File: config.mk
export PLATFORM = sky130hd
export DESIGN_NAME = md5_msg_padder
export DESIGN_NICKNAME = d
export VERILOG_FILES = /design/src/rtl/md5_msg_padder.sv
export SDC_FILE = /design/constraint.sdc
export NUM_CORES = 1
export LEC_CHECK = 0
export BUFFER_PORTS_ARGS = -buffer_cell sky130_fd_sc_hd__buf_2
export CAP_MARGIN = 20
export CORE_MARGIN = 2
export CORE_UTILIZATION = 35
export CTS_BUF_LIST = sky130_fd_sc_hd__clkbuf_16
export DETAILED_ROUTE_END_ITERATION = 6
export PLACE_DENSITY = 0.56
export SLEW_MARGIN = 10
export SYNTH_ARGS = -nofsm -noshare
export SYNTH_HDL_FRONTEND = slang
export SYNTH_SLANG_ARGS = --single-unit
File: constraint.sdc
create_clock -name clk_i -period 7.6 [get_ports clk_i]
set_input_delay 1.52 -clock clk_i [delete_from_list [all_inputs] [get_ports clk_i]]
set_output_delay 1.52 -clock clk_i [all_outputs]
set_load 0.03 [all_outputs]
File: src/rtl/md5_msg_padder.sv
// rtl/md5_msg_padder.sv - streaming MD5 padder: byte stream in, padded 512-bit blocks out
// Optional soft clear port clear_i enabled by defining MD5_PADDER_CLEAR_EN.
module md5_msg_padder #(
    parameter int LEN_BITS = 64
) (
    input  logic         clk_i,
    input  logic         rst_ni,
    input  logic         msg_valid_i,
    output logic         msg_ready_o,
    input  logic [7:0]   msg_byte_i,
    input  logic         msg_last_i,
    input  logic         msg_empty_i,
    output logic         blk_valid_o,
    input  logic         blk_ready_i,
    output logic [511:0] blk_data_o,
    output logic         blk_first_o,
    output logic         blk_last_o
`ifdef MD5_PADDER_CLEAR_EN
    ,
    input  logic         clear_i
`endif
);

    typedef enum logic [1:0] {FILL, PAD, LEN, EMIT} state_t;

    state_t              state;
    logic [7:0]          data_q [64];
    logic [5:0]          idx;
    logic [LEN_BITS-1:0] bitlen;
    logic                first_pend;
    logic                pad_pend;
    logic                len_pend;
    logic [63:0]         len64;
    logic                clr;

`ifdef MD5_PADDER_CLEAR_EN
    assign clr = clear_i;
`else
    assign clr = 1'b0;
`endif

    assign len64 = 64'(bitlen);

    // The block buffer is the output register; it is never written while in EMIT.
    for (genvar k = 0; k < 64; k++) begin : g_out
        assign blk_data_o[511-8*k -: 8] = data_q[k];
    end

    always_ff @(posedge clk_i or negedge rst_ni) begin
        if (!rst_ni) begin
            state       <= FILL;
            idx         <= '0;
            bitlen      <= '0;
            first_pend  <= 1'b1;
            pad_pend    <= 1'b0;
            len_pend    <= 1'b0;
            msg_ready_o <= 1'b1;
            blk_valid_o <= 1'b0;
            blk_first_o <= 1'b0;
            blk_last_o  <= 1'b0;
            for (int k = 0; k < 64; k++) data_q[k] <= 8'h00;
        end else if (clr) begin
            state       <= FILL;
            idx         <= '0;
            bitlen      <= '0;
            first_pend  <= 1'b1;
            pad_pend    <= 1'b0;
            len_pend    <= 1'b0;
            msg_ready_o <= 1'b1;
            blk_valid_o <= 1'b0;
            blk_first_o <= 1'b0;
            blk_last_o  <= 1'b0;
            for (int k = 0; k < 64; k++) data_q[k] <= 8'h00;
        end else begin
            case (state)
                FILL: begin
                    if (msg_valid_i) begin
                        if (!msg_empty_i) begin
                            data_q[idx] <= msg_byte_i;
                            idx         <= idx + 6'd1;
                            bitlen      <= bitlen + LEN_BITS'(8);
                        end
                        if (!msg_empty_i && idx == 6'd63) begin
                            state       <= EMIT;
                            msg_ready_o <= 1'b0;
                            blk_valid_o <= 1'b1;
                            blk_first_o <= first_pend;
                            blk_last_o  <= 1'b0;
                            pad_pend    <= msg_last_i;
                        end else if (msg_last_i) begin
                            state       <= PAD;
                            msg_ready_o <= 1'b0;
                        end
                    end
                end
                PAD: begin
                    for (int k = 0; k < 64; k++) begin
                        if (k == int'(idx))
                            data_q[k] <= 8'h80;
                        else if (k > int'(idx))
                            data_q[k] <= 8'h00;
                    end
                    // Length fits behind the 0x80 only if it still leaves bytes 56..63 free.
                    if (idx <= 6'd55) begin
                        for (int j = 0; j < 8; j++) data_q[56+j] <= len64[8*j +: 8];
                        blk_last_o <= 1'b1;
                        len_pend   <= 1'b0;
                    end else begin
                        blk_last_o <= 1'b0;
                        len_pend   <= 1'b1;
                    end
                    state       <= EMIT;
                    blk_valid_o <= 1'b1;
                    blk_first_o <= first_pend;
                end
                LEN: begin
                    for (int k = 0; k < 56; k++) data_q[k] <= 8'h00;
                    for (int j = 0; j < 8; j++) data_q[56+j] <= len64[8*j +: 8];
                    state       <= EMIT;
                    blk_valid_o <= 1'b1;
                    blk_first_o <= first_pend;
                    blk_last_o  <= 1'b1;
                end
                EMIT: begin
                    if (blk_ready_i) begin
                        blk_valid_o <= 1'b0;
                        idx         <= '0;
                        first_pend  <= 1'b0;
                        if (pad_pend) begin
                            state    <= PAD;
                            pad_pend <= 1'b0;
                        end else if (len_pend) begin
                            state    <= LEN;
                            len_pend <= 1'b0;
                        end else begin
                            state       <= FILL;
                            msg_ready_o <= 1'b1;
                            if (blk_last_o) begin
                                bitlen     <= '0;
                                first_pend <= 1'b1;
                            end
                        end
                    end
                end
                default: state <= FILL;
            endcase
        end
    end

endmodule

# Word-level counts from Yosys, hierarchy flattened
# Cells that the tools add are included.
[totals]
reg_bits = 591
inputBits = 14
output_inout_bits = 516
elab_cells = 546
[op_classes]
add_sub_neg = 2
magnitude_cmp = 66
n_eq_ne = 139
mux = 180
bitwise = 1
n_reduce_logical = 84
[op_table]
columns = ["cell", "count"]
rows = [
  ["one-hot mux 512 bit (3 select lines)", 1],
  ["two-way mux 512 bit", 2],
  ["two-way mux 8 bit", 128],
  ["bitwise mux 512 bit", 1],
  ["two-way mux 64 bit", 7],
  ["AND reduction 4 bit", 66],
  ["== test 6 bit, first input constant", 32],
  ["> comparator 6 bit, first input constant", 32],
  ["inequality test 3 bit, second input constant", 56],
  ["one-hot mux 64 bit (2 select lines)", 1],
  ["== test 5 x 6 -> 1 bit, first input constant", 16],
  ["> comparator 5 x 6 -> 1 bit, first input constant", 16],
  ["adder 64 x 4 -> 64 bit, second input constant", 1],
  ["demux 8 bit (select 6 bit)", 1],
  ["== test 4 x 6 -> 1 bit, first input constant", 8],
  ["> comparator 4 x 6 -> 1 bit, first input constant", 8],
  ["inequality test 4 bit, second input constant", 8],
  ["== test 3 x 6 -> 1 bit, first input constant", 4],
  ["> comparator 3 x 6 -> 1 bit, first input constant", 4],
  ["two-way mux 1 bit", 22],
  ["two-way mux 6 bit", 3],
  ["inequality test 2 bit, second input constant", 8],
  ["AND reduction 3 bit", 5],
  ["== test 2 x 6 -> 1 bit, first input constant", 2],
  ["other kinds (26)", 40],
]

# Logic depth before layout (Yosys ltp)
# Gate-level depths: netlist of run 1.
[logic_depth]
word_depth = 9
mapped_depth = 12
depth_no_buf = 7

# Worst setup path before layout of run 1
# No wires, ideal clock.
[synth_timing]
kind = "input-to-reg"
from = "in msg_empty_i"
to = "reg data_q, in the netlist blk_data_o[383]"
setup_ps = 125
arrival_ps = 3066
t_required_ps = 7475
setup_slack_ps = 4410
path_stages = 7
n_path_buf = 3
path_cell_list = "and2b_1 -> o21a_1 -> buf_2 -> buf_2 -> buf_2 -> o221ai_1 -> mux2_2"
[synth_between]
elab_chain_cells = 2
[synth_lines]
columns = ["item", "line", "source"]
rows = [
  ["start: declaration", "12", "input logic msg_empty_i,"],
  ["inequality test 2 bit (no source line)", "--", ""],
  ["AND reduction 4 bit (no source line)", "--", ""],
  ["end signal: indexed assignment", "79", "data_q[idx] <= msg_byte_i;"],
  ["end: declaration", "27", "logic [7:0] data_q [64];"],
]
# No other way between the ends.
# A chain may end at the register's enable or synchronous reset.

# Final worst setup path of run 1
[layout_timing]
from = "reg state[1]"
to = "reg data_q, in the netlist blk_data_o[63]"
[layout_between]
elab_chain_cells = 3
elab_cells_between_ends = 9
cone_classes = "5 x eq/ne; 1 x mux; 3 x reduce/logical"
[layout_lines]
columns = ["item", "line", "source"]
rows = [
  ["start: declaration", "26", "state_t state;"],
  ["start signal: assignment", "51", "state <= FILL;"],
  ["start signal: assignment", "63", "state <= FILL;"],
  ["start signal: assignment", "84", "state <= EMIT;"],
  ["== test 2 x 1 -> 1 bit, or another cell as far along", "75", "case (state)"],
  ["inequality test 4 bit (no source line), or another cell as far along", "--", ""],
  ["AND reduction 4 bit (no source line)", "--", ""],
]
# Several ways; a longest one is shown, not always the timed one.

==> key figures, run 1 <==
STA
  • Final hold viol count: 0
  • Period minus WS final: 3.83 ns
  • Worst Max-Slew Pin Slew: 1.13 ns
  • RSZ-0062 raised after global routing: no
  • Fmax: 261 MHz
  • Slew Limit Headroom: 0.243
  • Final Max Tran Viols: 0
  • Worst clock skew: between 0.03 and 0.04 ns
  • Setup TNS: 0 ns
  • Final setup viols: 0
  • Final Cycle Share: 0.504

Logic synthesis
  • Post-synth net total: 2348
  • Post-synthesis cell type count: 79
  • Yosys warning count: 0
  • EDFF count, synth: 0
  • Syn_area_per_cell: around 11 um2
  • Synth Instances: 2322
  • Post-synthesis sequential area ratio: 0.569
  • FFs w/ async S/R, synth: 1.00
  • Post-synth top flop: dfrtp_1
  • Syn Std Cell Area: 25900 um2
  • Flops & latches, synth: between 500 and 600

Clocking
  • Clock slew seen by the registers of the worst setup and hold paths: ~0.070 ns
  • H-Tree Depth: 3
  • CTS buffer count: 70
  • CTS tree: built
  • Clock Latency Late Sink: around 0.63 ns
  • Post-CTS Hold Fix Bufs: 0
  • CTS max path bufs: 3
  • Post-CTS setup buffer count: 0
  • Root buffer cell: clkbuf_16
  • Clock Sinks: 588
  • Post-cts gate resize count: 0

Final layout
  • Layout cell share with drive strength beyond 1: 0.277
  • Area growth from synthesis to layout: 23.2%
  • Commonest non-fill, non-tap cell in the layout: dfrtp_1
  • Layout Nets: 2812
  • Fin util: 0.436
  • Highest-count cells in the layout ignoring fill and taps: 586 x dfrtp_1, 528 x buf_2, 374 x a22o_1, 166 x nand2_1, 162 x o21ai_0

Critical path
  • CP Launch Type: flop
  • Setup CP Type: reg2reg
  • Worst path arrival time: 4.34 ns
  • WP data required: 8.11 ns
  • Worst-path maximum fanout: 62
  • CP Capture Type: flop

Pwr
  • Peak VDD IR: 0.000211 V
  • Leak: 15.6 nW
  • Cell Pwr Density: 386 nW/um2

Status
  • Status: finished, violations left
  • Violated checks: DRC

Route
  • Pre-antenna DRT Iters: 7
  • Via count: 22821
  • Via-to-Cell Ratio: 6.00
  • Final ANT Viol Nets: 0
  • Final Routed Wirelength: 107 mm
  • Initial drt markers: 2421
  • DRC Markers: 32
  • DR WL/cell: roughly 28 um

Floorplanning
  • Io pins: 530
  • Die Wd: 276 um
  • Num rows: 99
  • Placeable core region: 73100 um2
  • Die Y: approximately 280 um
  • Die Footprint: 76100 um2
  • Starting Density: 0.354

Global route
  • Total grt overflow: 0
  • First-pass GRT wire length: about 160 mm
  • Total track usage: 0.274
  • Number of global-route vias before repair: roughly 22000
  • Initial antenna violation count: 7
  • Largest net degree at the start of global routing: about 170

Placement
  • Port bufs: 529
  • Detailed Place HPWL: approximately 74 mm
  • Gpl congestion: 0.930

Min path
  • Hold Path Class: reg2reg

Run
  • Max-Cap Viols: 0
## layer usage
metal / GRT usage / routed length, um
met1: 0.375 / 45300
met2: 0.421 / 48500
met3: 0.0708 / 9830
met4: 0.0948 / 3550
met5: 0 / 27
## worst max-delay path, cell delays in order (launching register included)
cell and delay (ns):
dfrtp_1 0.41, inv_1 0.13, ha_4 0.59, buf_4 0.64, and2_1 0.43, a22oi_1 0.17, o41ai_4 0.09, buf_4 0.59
a221oi_1 0.30, o21ai_0 0.24
## path summary, 6_finish.rpt
path	startpoint	to	slack, ns	depth (start not counted)
worst min register to register	blk_data_o[127]	blk_data_o[127]	0.47	2
worst min-delay path	blk_data_o[127]	blk_data_o[127]	0.47	2
min in group asynchronous	rst_ni	blk_data_o[297]	0.96	1
worst max register to register	state[1]	blk_data_o[63]	3.77	9
max in group asynchronous	rst_ni	blk_data_o[156]	5.14	2
worst max-delay path	state[1]	blk_data_o[63]	3.77	9
## stage by stage
step	hold WS (ns)	worst slack [ns]	instance area, um2	power (mW)	std cells
2_1_floorplan	0.456	4.41	25900	6.83	2322
3_3_place_gp	0.458	3.37	29300	8.56	3662
3_5_place_dp	0.460	3.28	29400	8.64	3666
4_1_cts	0.474	3.83	31800	12.3	3794
5_1_grt	0.489	3.65	31900	12.8	3804
6_report	0.472	3.77	31900	12.3	3804
## cell families after synthesis
kind of cell | count (synthesis) | synth area share
and+or+nand+nor | 563 | 0.118
xor gates and xnor gates | 9 | 0.00305
buffers and inverters | 213 | 0.0340
muxes | 47 | 0.0201
AOI/OAI and AO/OA | 890 | 0.251
DFF | 588 | 0.569
adders and majority gates | 12 | 0.00580
## flip-flops by register name, summed over array words and instances (netlist names)
name         cells
blk_data_o     512
blk_last_o       1
len_pend         1
first_pend       1
pad_pend         1
idx              6
bitlen          61
blk_valid_o      1
state            2
blk_first_o      1
msg_ready_o      1
## final cells by class
cell class / count / area, um2
sequential: 588 / 14700
tap: 959 / 1200
fill: 6939 / 41200
multi-input combinational: 1521 / 10300
clock buffer: 70 / 1750
timing repair buffer: 579 / 3080
antenna: 3 / 7.51
clock inverter: 58 / 718
inverter: 26 / 97.6
## synth_stat cells (12+ instances only)
cell | number | share of area
clkbuf_1 | 126 | 0.018
nand3b_1 | 13 | 0.0038
nand3_1 | 55 | 0.011
a31oi_1 | 13 | 0.0031
or4_1 | 28 | 0.0081
o21ai_0 | 162 | 0.031
o22ai_1 | 36 | 0.0087
a22oi_1 | 41 | 0.012
a21oi_1 | 132 | 0.026
o31ai_1 | 28 | 0.0081
nor4_2 | 12 | 0.0058
nor4_1 | 12 | 0.0029
and3_1 | 14 | 0.0034
nand4_1 | 22 | 0.0053
or3_1 | 14 | 0.0034
buf_2 | 47 | 0.0091
mux2_2 | 39 | 0.017
a22o_1 | 374 | 0.13
dfrtp_1 | 586 | 0.57
nor3_1 | 38 | 0.0073
o211ai_1 | 15 | 0.0044
nor2_1 | 109 | 0.016
nand2_1 | 166 | 0.024
nor2b_1 | 15 | 0.0036
inv_1 | 24 | 0.0035
ha_1 | 12 | 0.0058
## power breakdown
part | total [mW] | switching [mW] | internal, mW
Sequential | 3.67 | 0.233 | 3.44
Combinational | 5.03 | 3.90 | 1.13
Clock | 3.60 | 1.45 | 2.15
(Power assumes the default switching activity.)
==> run 2: changes to the inputs <==
Settings changed: ABC_AREA from default to 1.
Clock period 7.6 ns to 3.7 ns, I/O delays scaled along.
==> key figures, run 2 <==
Status
  • Status: completed

Route
  • Via-to-Cell Ratio: 5.29
  • DR WL/cell: about 23 um
  • Pre-antenna DRT Iters: 6
  • Final ANT Viol Nets: 0
  • Via count: 26426
  • Final Routed Wirelength: 116 mm
  • Initial drt markers: 2377
  • DRC Markers: 0

STA
  • Worst Max-Slew Pin Slew: 1.15 ns
  • Fmax: 338 MHz
  • Final setup viols: 0
  • Final hold viol count: 0
  • Final Cycle Share: 0.800
  • Final worst setup slack: approximately 0.74 ns
  • Period minus WS final: between 2 and 3 ns
  • RSZ-0062 raised after global routing: no
  • Worst clock skew: ~0.023 ns
  • Slew Limit Headroom: 0.230
  • Final Max Tran Viols: 0
  • Setup TNS: 0 ns

Placement
  • Detailed Place HPWL: 86.0 mm
  • Gpl congestion: 1.02
  • Dpl ws: 0.743 ns
  • Port bufs: 529

Critical path
  • Flop2flop setup slack: 0.74 ns
  • WP data required: 4.23 ns
  • Worst r2r src: idx[0]
  • Worst path arrival time: 3.49 ns
  • Worst-path maximum fanout: 10
  • Reg2Reg Depth: 8
  • Setup CP Type: reg2reg
  • CP Launch Point: idx[0]
  • Reg-to-Reg End: blk_data_o[442]
  • Capture point of the worst path: blk_data_o[442]
  • CP Launch Type: flop
  • CP Capture Type: flop

Global route
  • Initial antenna violation count: 4
  • Number of global-route vias before repair: between 20000 and 30000
  • Total grt overflow: 0
  • Total track usage: 0.281
  • Largest net degree at the start of global routing: 86
  • First-pass GRT wire length: 171 mm

Logic synthesis
  • Post-synth top flop: dfrtp_1
  • Dominant cell type by area after synthesis: dfrtp_1
  • Syn_area_per_cell: a little over 8 um2
  • Syn Std Cell Area: 27400 um2
  • FFs w/ async S/R, synth: 1.00
  • Most frequent cell after synthesis: nand2_1
  • EDFF count, synth: 0
  • Top cells by area, synth: dfrtp_1 54%, nand2_1 12%, o21ai_0 6.7%, inv_1 4.9%, nor2_1 4.6%
  • Synth cell count leaders: 885 x nand2_1, 586 x dfrtp_1, 368 x o21ai_0, 355 x inv_1, 336 x nor2_1
  • Post-synthesis cell type count: 55
  • Flops & latches, synth: 588
  • Synth top area share: 0.536
  • Yosys warning count: 0
  • Post-synth net total: 3384
  • Synth Instances: approximately 3400
  • Post-synthesis sequential area ratio: 0.537

Pwr
  • Seq pwr share: 0.297
  • Leak: approximately 17 nW
  • Sw Share: 0.497
  • Clock Power Share: 0.238
  • Combinational power share: 0.465
  • Cell Pwr Density: 830 nW/um2
  • Total power draw: between 20 and 30 mW
  • Peak VDD IR: 0.000498 V
  • Internal Power: between 10 and 15 mW
  • Net switching power: roughly 14 mW

Clocking
  • Root buffer cell: clkbuf_16
  • Post-CTS setup buffer count: 0
  • CTS buffer count: a little under 70
  • CTS tree: built
  • Post-CTS Hold Fix Bufs: 0
  • Post-cts gate resize count: 0
  • Clock Latency Late Sink: 0.65 ns
  • H-Tree Depth: 3
  • CTS max path bufs: 3
  • Clock Sinks: 588
  • Clock slew seen by the registers of the worst setup and hold paths: 0.06 ns

Min path
  • Hold Path Class: in2async

Final layout
  • Multi-input logic area: around 11000 um2
  • Max reg flops: 512
  • Highest-count cells in the layout ignoring fill and taps: 885 x nand2_1, 586 x dfrtp_1, 528 x buf_2, 368 x o21ai_0, 362 x inv_1
  • Fill count: 7984
  • Layout Nets: 3929
  • Sequential Area: between 10000 and 15000 um2
  • Layout cell share with drive strength beyond 1: 0.199
  • Area growth from synthesis to layout: 22.5%
  • Commonest non-fill, non-tap cell in the layout: nand2_1
  • Ant. Diodes: 0

Floorplanning
  • Io pins: 530
  • Die Wd: approximately 280 um
  • Starting Density: 0.353
  • Die Y: 284 um
  • Num rows: about 100
  • Die Footprint: a little over 80000 um2
  • Placeable core region: 77500 um2

Run
  • Max-Cap Viols: 0
-- run 2: changes by cell type in the layout (fill, tap and decap cells not counted), moves of 19 or more --
cell     delta
o22ai_1    +94
nand2_1   +719
nand3_1   +111
o21ai_0   +206
nand4_1    +43
or4_1      -28
a22oi_1    -33
inv_2      +20
o21ai_1    +19
inv_1     +327
nor2_1    +226
a22o_1    -373
mux2_2     -39
-- run 2: cells by family after synthesis --
kind of cell / after synthesis / synth area share
adder cells (fa/ha/maj): 12 / 0.00548
AO/OA/AOI/OAI: 739 / 0.153
XOR/XNOR: 4 / 0.00128
AND/OR/NAND/NOR: 1521 / 0.230
flip-flops: 588 / 0.537
buffers and inverters: 494 / 0.0724
-- run 2: worst min path at each step --
stage                           end  cells past startpoint             from
floorplan                bitlen[10]                      0           rst_ni
global placement    blk_data_o[295]                      2  blk_data_o[295]
detailed placement   blk_data_o[19]                      2   blk_data_o[19]
CTS                 blk_data_o[245]                      1           rst_ni
global route        blk_data_o[245]                      1           rst_ni
finish              blk_data_o[245]                      1           rst_ni
-- run 2: worst max-delay path, stage by stage, from the launching register on --
cell	delay (ns)
dfrtp_1	0.49
inv_2	0.28
ha_1	0.53
nand3_1	0.35
inv_1	0.22
nand2_1	0.12
a21oi_1	0.24
nand3_1	0.34
o22ai_1	0.29
-- run 2: metrics by stage --
| stage | cell area (um2) | util | hold slack, ns | instances |
|---|---|---|---|---|
| floorplan | 27400 | - | 0.444 | 3358 |
| global placement | 31400 | 0.405 | 0.452 | 4872 |
| detailed placement | 31400 | 0.405 | 0.460 | 4872 |
| CTS | 33600 | 0.433 | 0.0874 | 4995 |
| global route | 33600 | 0.433 | 0.0985 | 4995 |
| finish | 33600 | 0.433 | 0.0696 | 4995 |
-- run 2: area by class of cell --
class | count | area share
well taps | 1040 | 0.0388
clock inverters | 54 | 0.0138
multi-input cells | 2276 | 0.319
clock buffers | 69 | 0.0515
inverters | 374 | 0.0421
flip-flops and latches | 588 | 0.439
repair buffers | 594 | 0.0964
-- run 2: power groups by stage --
stage	logic, mW	registers [mW]	clock network, mW
after floorplan	6.58	9.58	0
after global placement	12.7	8.35	0
after detailed placement	12.8	8.34	0
after CTS	12.8	8.25	6.72
after global routing	13.8	8.38	7.03
final	12.9	8.27	6.63
-- run 2: metal layers --
metal / global-route usage / vias up / share of wire
li1: - / 12165 / -
met1: 0.358 / 12902 / 0.41
met2: 0.468 / 1104 / 0.48
met3: 0.0528 / 249 / 0.069
met4: 0.121 / 6 / 0.047
met5: 0 / - / 0.00028
